==> src/rtl/strm_cmd_sequencer_pkg.sv <==
// Shared types for the stream command sequencer: header layout, engine opcodes,
// sequencer states and the opcode-to-engine decode.
package strm_cmd_sequencer_pkg;

  localparam int NUM_ENG     = 4;
  localparam int OP_PARAMS_W = 28;

  typedef enum logic [3:0] {
    BYPASS         = 4'b0000,
    MOVING_AVERAGE = 4'b0001,
    SIN_FN         = 4'b0010,
    CUSTOM_HLS     = 4'b0100
  } strm_functions;

  typedef struct packed {
    logic [3:0]             op_code;
    logic [OP_PARAMS_W-1:0] op_params;
  } CMD_HEADER;

  typedef enum logic [1:0] {
    SEQ_DECODE,
    SEQ_ACTIVE,
    SEQ_FLUSH,
    SEQ_DRAIN
  } seq_states_t;

  typedef struct packed {
    logic       legal;
    logic [1:0] idx;
  } eng_sel_t;

  function automatic eng_sel_t op_to_eng(input strm_functions op);
    eng_sel_t r;
    r.legal = 1'b1;
    r.idx   = 2'd0;
    case (op)
      BYPASS:         r.idx = 2'd0;
      MOVING_AVERAGE: r.idx = 2'd1;
      SIN_FN:         r.idx = 2'd2;
      CUSTOM_HLS:     r.idx = 2'd3;
      default:        r.legal = 1'b0;
    endcase
    return r;
  endfunction

endpackage

==> src/rtl/strm_seq_res_mux.sv <==
// Result mux: forwards the selected engine's result stream to egress and returns
// egress ready to that engine only; zero latency, everything idle when disabled.
module strm_seq_res_mux
  import strm_cmd_sequencer_pkg::*;
#(
  parameter int DW = 32
) (
  input  logic               en,
  input  logic [1:0]         sel,
  input  logic [NUM_ENG*DW-1:0] res_tdata,
  input  logic [NUM_ENG-1:0] res_tvalid,
  input  logic [NUM_ENG-1:0] res_tlast,
  output logic [NUM_ENG-1:0] res_tready,
  output logic [DW-1:0]      m_tdata,
  output logic               m_tvalid,
  output logic               m_tlast,
  input  logic               m_tready,
  output logic               last_hs
);

  always_comb begin
    m_tdata    = res_tdata[sel*DW +: DW];
    m_tvalid   = en & res_tvalid[sel];
    m_tlast    = en & res_tlast[sel];
    res_tready = '0;
    if (en) res_tready[sel] = m_tready;
  end

  assign last_hs = m_tvalid & m_tready & m_tlast;

endmodule

==> src/rtl/strm_cmd_sequencer.sv <==
// Header-driven steering of payload to one of NUM_ENG engines and of its results to egress.
// Zero-latency combinational data paths; ingress stalls follow the selected engine's ready.
module strm_cmd_sequencer
  import strm_cmd_sequencer_pkg::*;
#(
  parameter int DW    = 32,
  parameter int LEN_W = 16
) (
  input  logic                   clk,
  input  logic                   rst_n,
  input  logic [DW-1:0]          s_tdata,
  input  logic                   s_tvalid,
  output logic                   s_tready,
  input  logic                   s_tlast,
  output logic [DW-1:0]          eng_tdata,
  output logic [NUM_ENG-1:0]     eng_tvalid,
  input  logic [NUM_ENG-1:0]     eng_tready,
  output logic                   eng_tlast,
  output logic [OP_PARAMS_W-1:0] eng_params,
  input  logic [NUM_ENG*DW-1:0]  res_tdata,
  input  logic [NUM_ENG-1:0]     res_tvalid,
  input  logic [NUM_ENG-1:0]     res_tlast,
  output logic [NUM_ENG-1:0]     res_tready,
  output logic [DW-1:0]          m_tdata,
  output logic                   m_tvalid,
  input  logic                   m_tready,
  output logic                   m_tlast,
  output logic                   busy,
  output logic [3:0]             cur_op,
  output logic                   err_opcode,
  output logic                   err_len,
  output logic [15:0]            cmd_count
);

  seq_states_t      state;
  logic [LEN_W-1:0] rem;
  logic [1:0]       sel;
  logic             res_done;
  logic             ready_en;

  CMD_HEADER        hdr;
  eng_sel_t         dec;
  logic [LEN_W-1:0] hdr_len;
  logic             s_hs;
  logic             rem_one;
  logic             in_last;
  logic             len_bad;
  logic             res_en;
  logic             res_last_hs;

  assign hdr     = s_tdata[31:0];
  assign hdr_len = hdr.op_params[LEN_W-1:0];
  assign dec     = op_to_eng(strm_functions'(hdr.op_code));

  assign s_hs    = s_tvalid & s_tready;
  assign rem_one = (rem == LEN_W'(1));
  assign in_last = s_tlast | rem_one;
  // Either an early tlast or a missing one on the final counted beat.
  assign len_bad = s_tlast ^ rem_one;
  assign res_en  = (state == SEQ_ACTIVE) || (state == SEQ_FLUSH);
  assign busy    = (state != SEQ_DECODE);

  assign eng_tdata = s_tdata;

  always_comb begin
    s_tready   = 1'b0;
    eng_tvalid = '0;
    eng_tlast  = 1'b0;
    case (state)
      SEQ_DECODE: s_tready = ready_en;
      SEQ_ACTIVE: begin
        s_tready        = eng_tready[sel];
        eng_tvalid[sel] = s_tvalid;
        eng_tlast       = in_last;
      end
      SEQ_DRAIN:  s_tready = 1'b1;
      default:    s_tready = 1'b0;
    endcase
  end

  strm_seq_res_mux #(
    .DW(DW)
  ) u_res_mux (
    .en         (res_en),
    .sel        (sel),
    .res_tdata  (res_tdata),
    .res_tvalid (res_tvalid),
    .res_tlast  (res_tlast),
    .res_tready (res_tready),
    .m_tdata    (m_tdata),
    .m_tvalid   (m_tvalid),
    .m_tlast    (m_tlast),
    .m_tready   (m_tready),
    .last_hs    (res_last_hs)
  );

  always_ff @(posedge clk or negedge rst_n) begin
    if (!rst_n) begin
      state      <= SEQ_DECODE;
      rem        <= '0;
      sel        <= 2'd0;
      res_done   <= 1'b0;
      ready_en   <= 1'b0;
      cur_op     <= 4'd0;
      eng_params <= '0;
      err_opcode <= 1'b0;
      err_len    <= 1'b0;
      cmd_count  <= 16'd0;
    end else begin
      ready_en <= 1'b1;
      case (state)
        SEQ_DECODE: begin
          if (s_hs) begin
            cur_op     <= hdr.op_code;
            eng_params <= hdr.op_params;
            rem        <= hdr_len;
            sel        <= dec.idx;
            res_done   <= 1'b0;
            if (!dec.legal) err_opcode <= 1'b1;
            if (hdr_len == '0) cmd_count <= cmd_count + 16'd1;
            else if (dec.legal) state <= SEQ_ACTIVE;
            else state <= SEQ_DRAIN;
          end
        end
        SEQ_ACTIVE: begin
          if (res_last_hs) res_done <= 1'b1;
          if (s_hs) begin
            rem <= rem - LEN_W'(1);
            if (in_last) begin
              if (len_bad) err_len <= 1'b1;
              // Results may already be complete, possibly on this very edge.
              if (res_done || res_last_hs) begin
                cmd_count <= cmd_count + 16'd1;
                res_done  <= 1'b0;
                state     <= SEQ_DECODE;
              end else begin
                state <= SEQ_FLUSH;
              end
            end
          end
        end
        SEQ_FLUSH: begin
          if (res_done || res_last_hs) begin
            cmd_count <= cmd_count + 16'd1;
            res_done  <= 1'b0;
            state     <= SEQ_DECODE;
          end
        end
        SEQ_DRAIN: begin
          if (s_hs) begin
            rem <= rem - LEN_W'(1);
            if (in_last) begin
              if (len_bad) err_len <= 1'b1;
              cmd_count <= cmd_count + 16'd1;
              state     <= SEQ_DECODE;
            end
          end
        end
        default: state <= SEQ_DECODE;
      endcase
    end
  end

endmodule
==> config.mk <==
export PLATFORM = sky130hd
export DESIGN_NAME = strm_cmd_sequencer
export DESIGN_NICKNAME = d
export VERILOG_FILES = /design/src/rtl/strm_cmd_sequencer_pkg.sv /design/src/rtl/strm_seq_res_mux.sv /design/src/rtl/strm_cmd_sequencer.sv
export SDC_FILE = /design/constraint.sdc
export NUM_CORES = 1
export LEC_CHECK = 0
export ABC_AREA = 0
export ABC_CLOCK_PERIOD_IN_PS = 5100
export CAP_MARGIN = 40
export CELL_PAD_IN_SITES_DETAIL_PLACEMENT = 0
export CELL_PAD_IN_SITES_GLOBAL_PLACEMENT = 1
export CORE_ASPECT_RATIO = 1.25
export CORE_UTILIZATION = 30
export CTS_BUF_LIST = sky130_fd_sc_hd__clkbuf_8
export DETAILED_ROUTE_END_ITERATION = 8
export PLACE_DENSITY = 0.91
export SKIP_CTS_REPAIR_TIMING = 1
export SYNTH_ARGS = -nofsm -noshare
export SYNTH_HDL_FRONTEND = slang
export SYNTH_SLANG_ARGS = --single-unit
==> constraint.sdc <==
create_clock -name clk -period 5.1 [get_ports clk]
set_input_delay 1.275 -clock clk [delete_from_list [all_inputs] [get_ports clk]]
set_output_delay 1.275 -clock clk [all_outputs]
set_load 0.01 [all_outputs]
==> impl_metrics.json <==
{
  "grt_max_degree": 61,
  "peakVddDrop_uv": 215,
  "finalPower_uw": 3700,
  "wl_met3_mm": 1.82,
  "endpoint_kind": "output port",
  "path_clk_slew_ps": 90,
  "wl_met1_mm": 6.70,
  "status": "complete, no violations",
  "fmax_mhz": 231,
  "fp.dieW_um": 115,
  "grt_first_pass_wirelength_mm": 27.0,
  "grt_pass1_vias": 4883,
  "worstPathArrival_ps": 3050,
  "cts-root-buf": "clkbuf_8",
  "synth_top_area_cell": "dfrtp_1",
  "crit_chain": "or4_1 > nor4_1 > nand4_1 > ha_1 > nor2_1 > clkdlybuf4s50_1",
  "drt_iter0_drc": 140,
  "dp_hpwl_mm": 15.4,
  "p_leak_uw": 0.00308,
  "finalWirelength_mm": 18.7,
  "antenna_found_initial": 5,
  "hp-class": "reg -> reg",
  "post_drt_wl_per_cell_um": 20.3,
  "synthArstFlopShare_pct": 100,
  "rsz0062_at_grt": "false",
  "die_h_um": 144,
  "synth_ff_type": "dfrtp_1",
  "slew_headroom_pct": 44.2,
  "port-buffer-count": 303,
  "cts_buffers": 9,
  "whs_ps": 488,
  "power_density_nw_per_um2": 457,
  "netlist_area_sq_um": 4830,
  "dr_wl_met2_mm": 9.71,
  "overflow": 0,
  "tns_ps": 0,
  "layoutNonFillerInstCount": 917,
  "fp.dieArea_sq_um": 16600,
  "cp_top_family": "simple AND/OR/NAND/NOR gates",
  "avgViaCountPerCell": 5.09,
  "maxSlewViolCount": 0,
  "setup_violations": 0,
  "hold_violations": 0,
  "drc": 0,
  "yosys_warnings": 0,
  "worstMarginPinSlew_ps": 837,
  "synth_cells": 430,
  "avgSynthCellArea_sq_um": 11.2,
  "syn_nets": 616,
  "areaGrowthSynthToFinish_pct": 67.7,
  "insertion_delay_ps": 350,
  "tritoncts": "yes",
  "clk_path_buf_depth": 2,
  "ys_ff_latch": 72,
  "cts.sinks": 72,
  "min_period_ps": 4330,
  "final.period_utilization_pct": 84.9,
  "startpoint_type": "flip-flop",
  "start_util_pct": 30.9,
  "final_layout_size_suffix_gt1_share_pct": 16.3,
  "num_vias": 4668,
  "cpPeakStageDelay_ps": 610,
  "top_layer": "met5",
  "yosysSeqAreaShare_pct": 37.3,
  "maxCapViolCount": 0,
  "ys_types": 56,
  "nFillCells": 1415,
  "pin_count": 304,
  "cp_num_buf_inv": 1,
  "grtUsageTotal_pct": 22.0,
  "synth_edf_count": 0,
  "core_sq_um": 15600,
  "final_area_sq_um": 8100,
  "dp_cells": 897,
  "cts.htree.levels": 3,
  "slowest_stage": "or4_1",
  "ant_nets": 0,
  "worstSetupPathType": "reg -> out",
  "yosys-top-cells-area": "dfrtp_1 37%, mux4_2 16%, mux2_2 7.7%, buf_4 5.1%, nor2_1 2.9%",
  "dpl_cell_area_sq_um": 7870,
  "skew_ps": 12.1,
  "worstPathRequired_ps": 3830,
  "first_pass_iters": 5,
  "rows": 51,
  "yosysTopAreaCellShare_pct": 37.3,
  "gp_congestion": 0.882,
  "worst-path-max-fanout": 4,
  "nets": 882
}
per-stage QoR:
stage	setup WS, ps	util (%)
finish	770	51.8
global route	505	51.7
CTS	789	51.7
detailed placement	829	50.3
global placement	840	50.1
floorplan	1910	-
placed cells by master (no fill, tap or decap), types with 4 or more instances in the layout:
cell | synthesis | final
nor2_1 | 37 | 36
mux2_2 | 33 | 33
nand2_1 | 15 | 15
o21ai_0 | 17 | 17
nand2b_1 | 4 | 4
mux4_2 | 34 | 34
xnor2_1 | 4 | 4
inv_1 | 12 | 12
nand3_1 | 9 | 9
nor4_2 | 9 | 9
ha_1 | 9 | 9
mux2i_1 | 4 | 4
a21oi_1 | 18 | 18
clkbuf_8 | 0 | 9
xor2_1 | 13 | 13
nor4_1 | 8 | 8
a22oi_1 | 4 | 4
dfrtp_1 | 72 | 70
diode_2 | 0 | 5
a31oi_1 | 4 | 4
nand4_1 | 8 | 8
buf_4 | 33 | 8
clkdlybuf4s50_1 | 0 | 302
and2_1 | 4 | 4
nor3_1 | 13 | 13
kinds of logic (layout without fill, tap and decap cells):
kind of cell               Yosys count  count (layout)  share of synthesized area (%)
muxes                               72              72                           24.6
adders and majority gates           10              10                           2.54
DFF                                 72              72                           37.3
AOI/OAI and AO/OA                   68              68                           9.46
buffers and inverters               69             339                           8.48
xor gates and xnor gates            17              17                           3.09
other                                1               6                         0.0777
and+or+nand+nor                    121             121                           14.4
final cells by class:
cell class	count	area, sq um	area share, %
Timing Repair Buffer	312	3120	38.6
Multi-Input combinational cell	289	2630	32.5
Sequential cell	72	1800	22.3
Tap cell	212	265	3.28
Clock buffer	9	124	1.53
Clock inverter	6	93.8	1.16
Inverter	12	45.0	0.556
Antenna cell	5	12.5	0.155
cells in the mapped netlist (2+ instances only):
master     n
nor4_1     8
o31a_1     2
xor2_1    13
a31oi_1    4
dfrtp_1   72
inv_1     12
mux2_2    33
o21ai_0   17
o21bai_1   3
nor4b_1    2
a21oi_2    2
o21a_1     2
nand4_1    8
buf_2      9
nor2_1    37
and2_1     4
a211oi_1   2
nor4_2     9
buf_6      2
mux2i_1    4
nor3b_1    2
a22oi_1    4
nor3_1    13
o22a_1     3
buf_1      2
a21oi_1   18
ha_1       9
nand2_1   15
mux4_2    34
nand3_1    9
clkbuf_1  11
xnor2_1    4
nand2b_1   4
o41ai_1    2
or3_1      2
buf_4     33
final timing paths:
kind	from	end	slack, ps	cells after the start
hold reg to reg	cmd_count[15]	cmd_count[15]	490	1
hold / removal	cmd_count[15]	cmd_count[15]	490	1
max in group asynchronous	rst_n	cmd_count[4]	3760	2
setup / recovery	rem[9]	eng_tlast	770	6
min in group asynchronous	rst_n	cur_op[0]	780	1
setup reg to reg	rem[9]	cmd_count[1]	1870	9
layer usage:
| layer | vias to the layer above | global-route usage [%] |
|---|---|---|
| li1 | 2113 | - |
| met1 | 2292 | 23.0 |
| met2 | 231 | 40.5 |
| met3 | 28 | 7.55 |
| met4 | 4 | 7.52 |
| met5 | - | 0 |
sequential cells by signal, indices dropped and copies added, names as in the netlist:
signal,flops
cur_op,4
res_done,1
err_opcode,1
cmd_count,16
eng_params,28
state,2
sel,2
ready_en,1
rem,16
err_len,1
where the power goes:
part / leakage (uW) / switching (uW) / internal [uW]
Clock: 0.000106 / 224 / 276
Combinational: 0.00210 / 1030 / 1150
Sequential: 0.000872 / 202 / 812
Total: 0.00308 / 1460 / 2240
Note: power is estimated with default switching activity, not from simulation.
